File: src/rtl/alu_scheduler.sv
// Shares one combinational ALU among NREQ requesters: accept, hold operands for L cycles, return result.
// Define ALU_SCHED_RR_EN for round-robin arbitration; otherwise lowest index wins.
module alu_scheduler #(
  parameter int NREQ       = 2,
  parameter int MULDIV_LAT = 4
) (
  input  logic                 clk,
  input  logic                 rst_n,
  input  logic [NREQ-1:0]      req_valid,
  output logic [NREQ-1:0]      req_ready,
  input  logic [32*NREQ-1:0]   req_a,
  input  logic [32*NREQ-1:0]   req_b,
  input  logic [4*NREQ-1:0]    req_ctl,
  output logic [31:0]          alu_a,
  output logic [31:0]          alu_b,
  output logic [3:0]           alu_ctl,
  input  logic [31:0]          alu_c,
  output logic [NREQ-1:0]      resp_valid,
  output logic [31:0]          resp_data,
  output logic                 resp_err,
  output logic                 busy
);

  localparam int IDXW = (NREQ > 1) ? $clog2(NREQ) : 1;

  typedef enum logic [1:0] {
    IDLE = 2'd0,
    EXEC = 2'd1,
    RESP = 2'd2
  } state_t;

  state_t            state_r;
  state_t            state_next_s;
  logic [IDXW-1:0]   grant_idx_s;
  logic              grant_found_s;
  logic [IDXW-1:0]   grant_r;
  logic [3:0]        cnt_r;
  logic [3:0]        lat_m1_s;
  logic              accept_s;
  logic              last_exec_s;
  logic [31:0]       sel_a_s;
  logic [31:0]       sel_b_s;
  logic [3:0]        sel_ctl_s;
  logic [31:0]       res_data_s;
  logic              res_err_s;
  logic [31:0]       alu_a_r;
  logic [31:0]       alu_b_r;
  logic [3:0]        alu_ctl_r;
  logic [NREQ-1:0]   resp_valid_r;
  logic [31:0]       resp_data_r;
  logic              resp_err_r;
  logic              busy_r;

`ifdef ALU_SCHED_RR_EN
  logic [IDXW-1:0]   rr_ptr_r;

  // Round-robin search starting at the pointer, wrapping once around the requesters
  always_comb begin : rr_search
    int              idx_v;
    logic [NREQ-1:0] sh_v;
    logic            hit_v;
    grant_idx_s   = '0;
    grant_found_s = 1'b0;
    idx_v         = 0;
    sh_v          = '0;
    hit_v         = 1'b0;
    for (int k = 0; k < NREQ; k++) begin
      idx_v = ((int'(rr_ptr_r) + k) >= NREQ) ? (int'(rr_ptr_r) + k - NREQ) : (int'(rr_ptr_r) + k);
      sh_v  = req_valid >> idx_v;
      hit_v = sh_v[0] & ~grant_found_s;
      grant_idx_s   = hit_v ? IDXW'(idx_v) : grant_idx_s;
      grant_found_s = grant_found_s | hit_v;
    end
  end

  // Pointer moves just past the requester that was accepted
  always_ff @(posedge clk or negedge rst_n) begin
    if (!rst_n) begin
      rr_ptr_r <= '0;
    end else if (accept_s) begin
      rr_ptr_r <= (grant_idx_s == IDXW'(NREQ - 1)) ? '0 : (grant_idx_s + IDXW'(1));
    end
  end
`else
  // Fixed priority: scan downward so the lowest valid index is the last to win
  always_comb begin : fixed_search
    logic [NREQ-1:0] sh_v;
    grant_idx_s   = '0;
    grant_found_s = 1'b0;
    sh_v          = '0;
    for (int k = NREQ - 1; k >= 0; k--) begin
      sh_v          = req_valid >> k;
      grant_idx_s   = sh_v[0] ? IDXW'(k) : grant_idx_s;
      grant_found_s = grant_found_s | sh_v[0];
    end
  end
`endif

  assign accept_s    = (state_r == IDLE) && grant_found_s;
  assign last_exec_s = (state_r == EXEC) && (cnt_r == 4'd0);
  assign sel_a_s     = req_a[32*grant_idx_s +: 32];
  assign sel_b_s     = req_b[32*grant_idx_s +: 32];
  assign sel_ctl_s   = req_ctl[4*grant_idx_s +: 4];
  assign lat_m1_s    = ((sel_ctl_s == 4'd2) || (sel_ctl_s == 4'd3)) ? 4'(MULDIV_LAT - 1) : 4'd0;

  // One-hot accept strobe, only while idle
  always_comb begin
    req_ready = '0;
    if (accept_s) begin
      req_ready = {{(NREQ-1){1'b0}}, 1'b1} << grant_idx_s;
    end else begin
      req_ready = '0;
    end
  end

  // Result qualification: illegal opcodes and divide-by-zero override the ALU
  always_comb begin
    res_data_s = alu_c;
    res_err_s  = 1'b0;
    if (alu_ctl_r >= 4'd12) begin
      res_data_s = 32'h0000_0000;
      res_err_s  = 1'b1;
    end else if ((alu_ctl_r == 4'd3) && (alu_b_r == 32'h0000_0000)) begin
      res_data_s = 32'hFFFF_FFFF;
      res_err_s  = 1'b1;
    end else begin
      res_data_s = alu_c;
      res_err_s  = 1'b0;
    end
  end

  // Next-state logic
  always_comb begin
    state_next_s = state_r;
    case (state_r)
      IDLE: begin
        if (grant_found_s) begin
          state_next_s = EXEC;
        end else begin
          state_next_s = IDLE;
        end
      end
      EXEC: begin
        if (cnt_r == 4'd0) begin
          state_next_s = RESP;
        end else begin
          state_next_s = EXEC;
        end
      end
      RESP:    state_next_s = IDLE;
      default: state_next_s = IDLE;
    endcase
  end

  // State register
  always_ff @(posedge clk or negedge rst_n) begin
    if (!rst_n) begin
      state_r <= IDLE;
    end else begin
      state_r <= state_next_s;
    end
  end

  // Operand capture, latency counter and response registers
  always_ff @(posedge clk or negedge rst_n) begin
    if (!rst_n) begin
      alu_a_r      <= 32'h0000_0000;
      alu_b_r      <= 32'h0000_0000;
      alu_ctl_r    <= 4'd0;
      grant_r      <= '0;
      cnt_r        <= 4'd0;
      resp_valid_r <= '0;
      resp_data_r  <= 32'h0000_0000;
      resp_err_r   <= 1'b0;
      busy_r       <= 1'b0;
    end else begin
      busy_r       <= (state_next_s != IDLE);
      resp_valid_r <= '0;
      if (accept_s) begin
        alu_a_r   <= sel_a_s;
        alu_b_r   <= sel_b_s;
        alu_ctl_r <= sel_ctl_s;
        grant_r   <= grant_idx_s;
        cnt_r     <= lat_m1_s;
      end else if (last_exec_s) begin
        resp_data_r  <= res_data_s;
        resp_err_r   <= res_err_s;
        resp_valid_r <= {{(NREQ-1){1'b0}}, 1'b1} << grant_r;
      end else if (state_r == EXEC) begin
        cnt_r <= cnt_r - 4'd1;
      end
    end
  end

  assign alu_a      = alu_a_r;
  assign alu_b      = alu_b_r;
  assign alu_ctl    = alu_ctl_r;
  assign resp_valid = resp_valid_r;
  assign resp_data  = resp_data_r;
  assign resp_err   = resp_err_r;
  assign busy       = busy_r;

endmodule

File: config.mk
export PLATFORM = sky130hd
export DESIGN_NAME = alu_scheduler
export DESIGN_NICKNAME = d
export VERILOG_FILES = /design/src/rtl/alu_scheduler.sv
export SDC_FILE = /design/constraint.sdc
export NUM_CORES = 1
export LEC_CHECK = 0
export BUFFER_PORTS_ARGS = -buffer_cell sky130_fd_sc_hd__buf_2
export CAP_MARGIN = 10
export CORE_AREA = 2 2 109 111
export CTS_BUF_LIST = sky130_fd_sc_hd__clkbuf_2 sky130_fd_sc_hd__clkbuf_4 sky130_fd_sc_hd__clkbuf_8
export CTS_CLUSTER_DIAMETER = 60
export CTS_CLUSTER_SIZE = 40
export DETAILED_ROUTE_END_ITERATION = 7
export DIE_AREA = 0 0 111 113
export GPL_ROUTABILITY_DRIVEN = 1
export PLACE_DENSITY_LB_ADDON = 0.25
export SETUP_SLACK_MARGIN = 0.2
export SLEW_MARGIN = 40
export SYNTH_ARGS = -nofsm -noshare
export SYNTH_HDL_FRONTEND = slang
export SYNTH_SLANG_ARGS = --single-unit
File: constraint.sdc
create_clock -name clk -period 2.9 [get_ports clk]
set_input_delay 0 -clock clk [delete_from_list [all_inputs] [get_ports clk]]
set_output_delay 0 -clock clk [all_outputs]
set_load 0.005 [all_outputs]
==> results of run 1 <==
state kept, by name, summed over array words and instances (netlist names):
| name | cells |
|---|---|
| resp_valid | 2 |
| resp_err | 1 |
| alu_b | 32 |
| busy | 1 |
| grant_r | 1 |
| state_r | 2 |
| cnt_r | 4 |
| alu_ctl | 4 |
| alu_a | 32 |
| resp_data | 32 |
cells in the mapped netlist, types with 2 or more instances:
library cell,n,share of area
nand2b_1,2,0.0024
o22ai_1,80,0.095
o21ai_0,33,0.031
buf_1,4,0.0029
xor2_1,2,0.0033
nand3b_1,51,0.073
a31oi_1,4,0.0048
nor2b_1,5,0.0060
a221o_1,32,0.061
nor2_1,11,0.0079
clkbuf_1,36,0.026
nand2_1,8,0.0057
a22oi_1,3,0.0043
nor4_2,2,0.0048
buf_6,3,0.0064
o21ai_1,24,0.023
nor4_1,6,0.0072
inv_2,3,0.0021
buf_2,9,0.0086
nand3_1,4,0.0038
inv_1,3,0.0021
dfrtp_1,111,0.53
a21oi_1,66,0.063
power groups by stage:
stage               Combinational, mW  Sequential [mW]  Clock, mW
finish                           3.65             2.98       1.14
global route                     4.02             3.07       1.22
CTS                              3.58             2.96       1.16
detailed placement               3.22             2.97          0
global placement                 3.09             2.95          0
floorplan                        1.89             2.91          0
layout make-up:
| type | instances | area [sq um] | area share |
|---|---|---|---|
| inverters | 6 | 25.0 | 0.00306 |
| clock inverters | 5 | 104 | 0.0127 |
| clock buffers | 11 | 151 | 0.0185 |
| multi-input cells | 347 | 2240 | 0.274 |
| diodes | 1 | 2.50 | 0.000306 |
| flip-flops and latches | 111 | 2780 | 0.340 |
| repair buffers | 409 | 2690 | 0.330 |
| well taps | 143 | 179 | 0.0219 |
kinds of logic after synthesis:
| group | Yosys count |
|---|---|
| XOR/XNOR | 2 |
| buffers and inverters | 58 |
| adder cells (fa/ha/maj) | 1 |
| flip-flops | 111 |
| AO/OA/AOI/OAI | 246 |
| multiplexers | 1 |
| AND/OR/NAND/NOR | 97 |
worst max-delay path by stage:
stage,from,to,slack [ns],depth (start not counted)
global placement,state_r[0],alu_a[10],0.83,5
detailed placement,cnt_r[0],resp_data[14],0.74,6
CTS,state_r[0],alu_a[5],0.21,6
finish,state_r[0],alu_a[10],0.48,6
global route,state_r[0],alu_a[10],0.37,6
floorplan,cnt_r[0],resp_data[10],1.19,7
critical path: stages (launching register included):
cell           delay [ns]
dfrtp_1              0.43
nor2_4               0.16
buf_6                0.39
nand2_2              0.34
o22ai_1              0.25
a21oi_1              0.11
dlygate4sd3_1        0.61
placed cells by master, fill, tap and decap left out, types with 2 or more instances in the layout:
master         count
bufinv_16          3
nor4_2             2
xor2_1             2
nand3b_1          51
a221o_1           32
o22ai_1           80
nor4_1             6
a22oi_1            3
nand2_2            2
o21ai_1           24
buf_4             11
clkbuf_8          11
inv_1              3
a21oi_1           65
a31oi_1            4
nand2_1            6
nand2b_1           2
nor2b_1            5
nand3_1            4
inv_2              2
dlygate4sd3_1    122
dfrtp_1          111
o21ai_0           33
nor2_1            10
buf_2            275
repair_timing:
action / 4_1_cts / 5_1_grt
setup endpoints to repair: 0 / 13
endpoints found under the hold margin: 138 / 0
hold buffers: 122 / 0
gates resized for setup: 0 / 2
per-stage QoR:
step	worst slack, ns	power [mW]	std cells
final	0.480	7.77	1033
after global routing	0.369	8.30	1033
after CTS	0.213	7.70	1032
after detailed placement	0.742	6.19	894
after global placement	0.826	6.04	894
after floorplan	1.19	4.80	516
routing by layer:
metal	part of all wire	up-vias
met1	0.40	2884
met2	0.49	344
met3	0.073	58
met4	0.037	0
li1	-	2754
met5	0	-
==> metrics.md, run 1 <==
| Metric | Value |
|---|---|
| Pre-antenna DRT Iters | 5 |
| Critical path type | flip-flop to flip-flop |
| P_int | 4.78 mW |
| Max clock buf depth | 2 |
| Grt met1 use | 0.350 |
| Root Buffer Master | clkbuf_8 |
| Simple-gate share of the synthesized area | 0.126 |
| Dpl hpwl | 11700 um |
| Logic pwr share | 0.470 |
| Initial antenna violation count | 1 |
| Count of cell types in the netlist | 37 |
| Vias in the first global route | 6105 |
| Worst-skew pair later-pin latency | 0.38 ns |
| Min Tclk post-route | 2.42 ns |
| Fin util | 0.725 |
| Final ANT Viol Nets | 0 |
| First-pass GRT wire length | 29900 um |
| Largest net degree at the start of global routing | 72 |
| Layout cells sized above 1 | 0.354 |
| Gr usage total | 0.292 |
| Worst Path Max Fanout | 63 |
| Grt peak-use layer | met2 |
| Worst R2R Start | state_r[0] |
| Synth Area in Compound Gates | 0.289 |
| Peak supply drop | 0.541 mV |
| Worst reg2reg path depth | 6 |
| GRT met2 Usage | 0.512 |
| Area Overhead vs Synth | 55.6% |
| Vias per cell | 5.85 |
| Worst Setup End Kind | flip-flop |
| Htree depth | 3 |
| Outcome | complete, no violations |
| Die Wd | 111 um |
| Cell count after synthesis | 516 |
| Most common flop cell mapped by yosys | dfrtp_1 |
| Sink of the worst hold path | alu_b[27] |
| Rel. slew slack | 0.526 |
| Initial DRC count | 423 |
| Async set-reset flop share out of synthesis | 1.00 |
| Final worst-path cycle share | 0.835 |
| CTS tree | built |
| Max-slew violations | 0 |
| FF+latch count, synth | 111 |
| Count of input and output buffers | 277 |
| Largest family of logic cells by synthesized area | compound AO/OA/AOI/OAI gates |
| Setup bufs post-CTS | 0 |
| Reg power frac | 0.384 |
| Sw Share | 0.384 |
| YS warnings | 0 |
| Die area | 12500 sq um |
| Worst hold path type | primary input to flip-flop |
| Core box area | 11300 sq um |
| DRC | 0 |
| Pwr/cell area | 951 nW/um^2 |
| Gr ovfl total | 0 |
| Worst slew pin tran | 0.711 ns |
| DR vias | 6040 |
| Rows | 39 |
| Sw power | 2.98 mW |
| Startpoint Class | flip-flop |
| Die height | 113 um |
| CP required | 3.17 ns |
| Nets | 1057 |
| Effective utilization at floorplan | 0.466 |
| Clock skew | 0.0156 ns |
| Leak | 3.76 nW |
| Worst hold slack | 0.0149 ns |
| Wire per inst | 18.2 um |
| Final Hold Viols | 0 |
| Hold Crit Depth | 4 |
| CTS clk-pin slew, worst paths | 0.11 ns |
| Mapped Nets | 689 |
| Setup violators final | 0 |
| Post-synthesis xor/xnor area fraction | 0.00334 |
| Placed instance area | 6680 sq um |
| Max_cap viols | 0 |
| Worst Path Arrival | 2.69 ns |
| Routed wire length | 18800 um |
| RD Place Congestion | 0.860 |
| Mapped Avg Cell Area | 10.2 sq um |
| Mapped cell area | 5250 sq um |
| Met3 Use GR | 0.0568 |
| Clock power share | 0.146 |
| Hold Startpoint | req_b[59] |
| Reg2reg setup slack | 0.48 ns |
| Total Neg Setup Slack | 0 ns |
| Mux contribution to synthesized area | 0.00214 |
| FMAX | 413 MHz |
| Ports | 278 |
| Clk sinks | 111 |
| Final Instance Area | 8170 sq um |
| Adder-cell share of the synthesized area | 0.00238 |
| Num CTS Buffers | 9 |
| RSZ-0062 raised after global routing | no |
| Layout fillers | 782 |
| Worst R2R End | alu_a[10] |
| Post-synthesis sequential area ratio | 0.529 |
| Number of flops mapped to enable cells by yosys | 0 |
(Power assumes the default switching activity.)
==> inputs of run 2 (changes only) <==
Settings changed: ABC_AREA set to 1, CORE_AREA 2 2 109 111 to not set, CORE_ASPECT_RATIO set to 1.2, CORE_MARGIN set to 2, CORE_UTILIZATION set to 42, DIE_AREA 0 0 111 113 to not set.
Clock period 2.9 ns to 2.1 ns, I/O delays scaled along.
==> run 2 against run 1 <==
Effect of this change:
- total power up 18%
- routed wire length up 1.6%
- die area up 2.2%
- core utilization up 0.30 points
==> metrics.md, run 2 <==
| Metric | Value |
|---|---|
| Outcome | complete, no violations (unchanged) |
| Final Instance Area | 8460 sq um (was 8170 sq um) |
| Die Wd | 104 um (was 111 um) |
| Critical path type | flip-flop to output port (was flip-flop to flip-flop) |
| Worst Path Arrival | 1.77 ns (was 2.69 ns) |
| RSZ-0062 raised after global routing | no (unchanged) |
| First-pass GRT wire length | 29900 um (about the same) |
| Worst hold path type | primary input to flip-flop (unchanged) |
| Ports | 278 (unchanged) |
| Worst Path Max Fanout | 66 (was 63) |
| Mapped Avg Cell Area | 7.73 sq um (was 10.2 sq um) |
| Rel. slew slack | 0.643 (was 0.526) |
| Final Power | 9.17 mW (was 7.77 mW) |
| Vias per cell | 4.87 (was 5.85) |
| Async set-reset flop share out of synthesis | 1.00 (unchanged) |
| Most common flop cell mapped by yosys | dfrtp_1 (unchanged) |
| Area Overhead vs Synth | 68.7% (was 55.6%) |
| FMAX | 564 MHz |
| Final Non-Filler Cells | 1247 (was 1033) |
| Wire per inst | 15.3 um (was 18.2 um) |
| Cell count after synthesis | 648 (was 516) |
| CTS clk-pin slew, worst paths | 0.09 ns (was 0.11 ns) |
| Pre-antenna DRT Iters | 7 (was 5) |
| Max clock buf depth | 2 (unchanged) |
| Max-slew violations | 0 (unchanged) |
| Synth top cells by count | 337 x nand2_1, 111 x dfrtp_1, 73 x nand3_1, 43 x inv_1, 32 x nor2_1 (was 111 x dfrtp_1, 80 x o22ai_1, 66 x a21oi_1, 51 x nand3b_1, 36 x clkbuf_1) |
| Layout cells sized above 1 | 0.284 (was 0.354) |
| Worst hold slack | 0.0290 ns (was 0.0149 ns) |
| Core box area | 11600 sq um (was 11300 sq um) |
| Largest net degree at the start of global routing | 67 (was 72) |
| Leak | 4.71 nW (was 3.76 nW) |
| Vias in the first global route | 6120 (was 6105) |
| Gr usage total | 0.293 (was 0.292) |
| Final Hold Viols | 0 (unchanged) |
| Post-synth top area cell | dfrtp_1 (unchanged) |
| YS warnings | 0 (unchanged) |
| Placed instance area | 6580 sq um (was 6680 sq um) |
| Die height | 124 um (was 113 um) |
| Total Neg Setup Slack | 0 ns (unchanged) |
| Setup violators final | 0 (unchanged) |
| Clk sinks | 111 (unchanged) |
| Top-count cell post-synth | nand2_1 (was dfrtp_1) |
| Post-synth top area share | 0.554 (was 0.529) |
| Final worst-path cycle share | 0.844 |
| Worst slew pin tran | 0.534 ns (was 0.711 ns) |
| Effective utilization at floorplan | 0.431 (was 0.466) |
| RD Place Congestion | 0.808 (was 0.860) |
| Count of cell types in the netlist | 21 (was 37) |
| Setup bufs post-CTS | 0 (unchanged) |
| Peak supply drop | 0.510 mV (was 0.541 mV) |
| Min Tclk post-route | 1.77 ns |
| Reg2reg setup slack | 0.34 ns (was 0.48 ns) |
| Post-synthesis sequential area ratio | 0.554 (was 0.529) |
| Initial DRC count | 363 (was 423) |
| CP required | 2.10 ns (was 3.17 ns) |
| Mapped cell area | 5010 sq um (was 5250 sq um) |
| Number of flops mapped to enable cells by yosys | 0 (unchanged) |
| Count of input and output buffers | 277 (unchanged) |
| Initial antenna violation count | 1 (unchanged) |
| Main area contributors after synthesis | dfrtp_1 55%, nand2_1 25%, nand3_1 7.3% (was dfrtp_1 53%, o22ai_1 9.5%, nand3b_1 7.3%) |
| CTS tree | built (unchanged) |
| Final ANT Viol Nets | 0 (unchanged) |
| DR vias | 6070 (was 6040) |
| Most frequent cells in the layout | 337 x nand2_1, 276 x buf_2, 169 x dlygate4sd3_1, 111 x dfrtp_1, 73 x nand3_1 (was 275 x buf_2, 122 x dlygate4sd3_1, 111 x dfrtp_1, 80 x o22ai_1, 65 x a21oi_1) |
| DRC | 0 (unchanged) |
| Nets | 1257 (was 1057) |
| Root Buffer Master | clkbuf_8 (unchanged) |
| Dpl hpwl | 10400 um (was 11700 um) |
| Num CTS Buffers | 9 (unchanged) |
| Clock skew | 0.0136 ns (was 0.0156 ns) |
| Gr ovfl total | 0 (unchanged) |
| Mapped Nets | 821 (was 689) |
| Routed wire length | 19100 um (was 18800 um) |
| Worst Setup End Kind | output port (was flip-flop) |
| Max_cap viols | 0 (unchanged) |
| Pwr/cell area | 1080 nW/um^2 (was 951 nW/um^2) |
| Startpoint Class | flip-flop (unchanged) |
| Htree depth | 3 (unchanged) |
| Worst-skew pair later-pin latency | 0.38 ns (about the same) |
| Rows | 43 (was 39) |
| Die area | 12800 sq um (was 12500 sq um) |
| FF+latch count, synth | 111 (unchanged) |
| DP Cell Count | 1061 (was 894) |
| Most common cell after layout, fill and taps aside | nand2_1 (was buf_2) |
run 2: final cells by class:
cell class / count / area, sq um
flip-flops and latches: 111 / 2780
multi-input cells: 463 / 1910
clock inverters: 5 / 50.0
well taps: 157 / 196
clock buffers: 10 / 131
fillers: 844 / 3170
repair buffers: 455 / 3220
diodes: 2 / 5.00
inverters: 44 / 165
run 2: per-layer routing:
layer  up-vias  global-route usage  part of all wire
met5         -                   0                 0
met4         0               0.168             0.047
met3        87              0.0696             0.079
met2       366               0.510              0.50
met1      2761               0.337              0.38
li1       2856                   -                 -
run 2: critical path, stage by stage (launching register included):
cell     delay (ns)
dfrtp_1        0.42
nor2_2         0.18
nand3_1        0.19
inv_2          0.11
buf_12         0.27
buf_2          0.19
run 2: what timing repair did:
item,in CTS,in global routing
hold endpoints to repair,212,0
hold buffers,169,0
resized for setup,0,1
setup endpoints to repair,0,2
run 2: cells by family after synthesis:
family          count (synthesis)  share of synthesized area
buf+inv                        74                     0.0662
simple gates                  445                      0.356
flops                         111                      0.554
compound gates                 17                     0.0210
fa+ha+maj                       1                    0.00250
run 2: per-stage QoR:
stage                util  worst slack [ns]
floorplan               -             0.750
global placement    0.564             0.464
detailed placement  0.566             0.410
CTS                 0.727             0.213
global route        0.727             0.246
finish              0.728             0.327
run 2: report_power, final:
part	internal, mW	switching [mW]
registers	3.13	0.661
clock network	0.552	0.703
logic	1.88	2.25
run 2: worst paths after layout:
kind                                  to  startpoint  depth (start not counted)
setup / recovery            req_ready[1]  state_r[1]                          5
hold / removal                alu_ctl[1]  req_ctl[1]                          5
setup reg to reg              alu_ctl[3]  state_r[1]                          6
hold reg to reg            resp_valid[0]     grant_r                          1
max in group asynchronous      alu_b[21]       rst_n                          3
min in group asynchronous      alu_a[26]       rst_n                          2
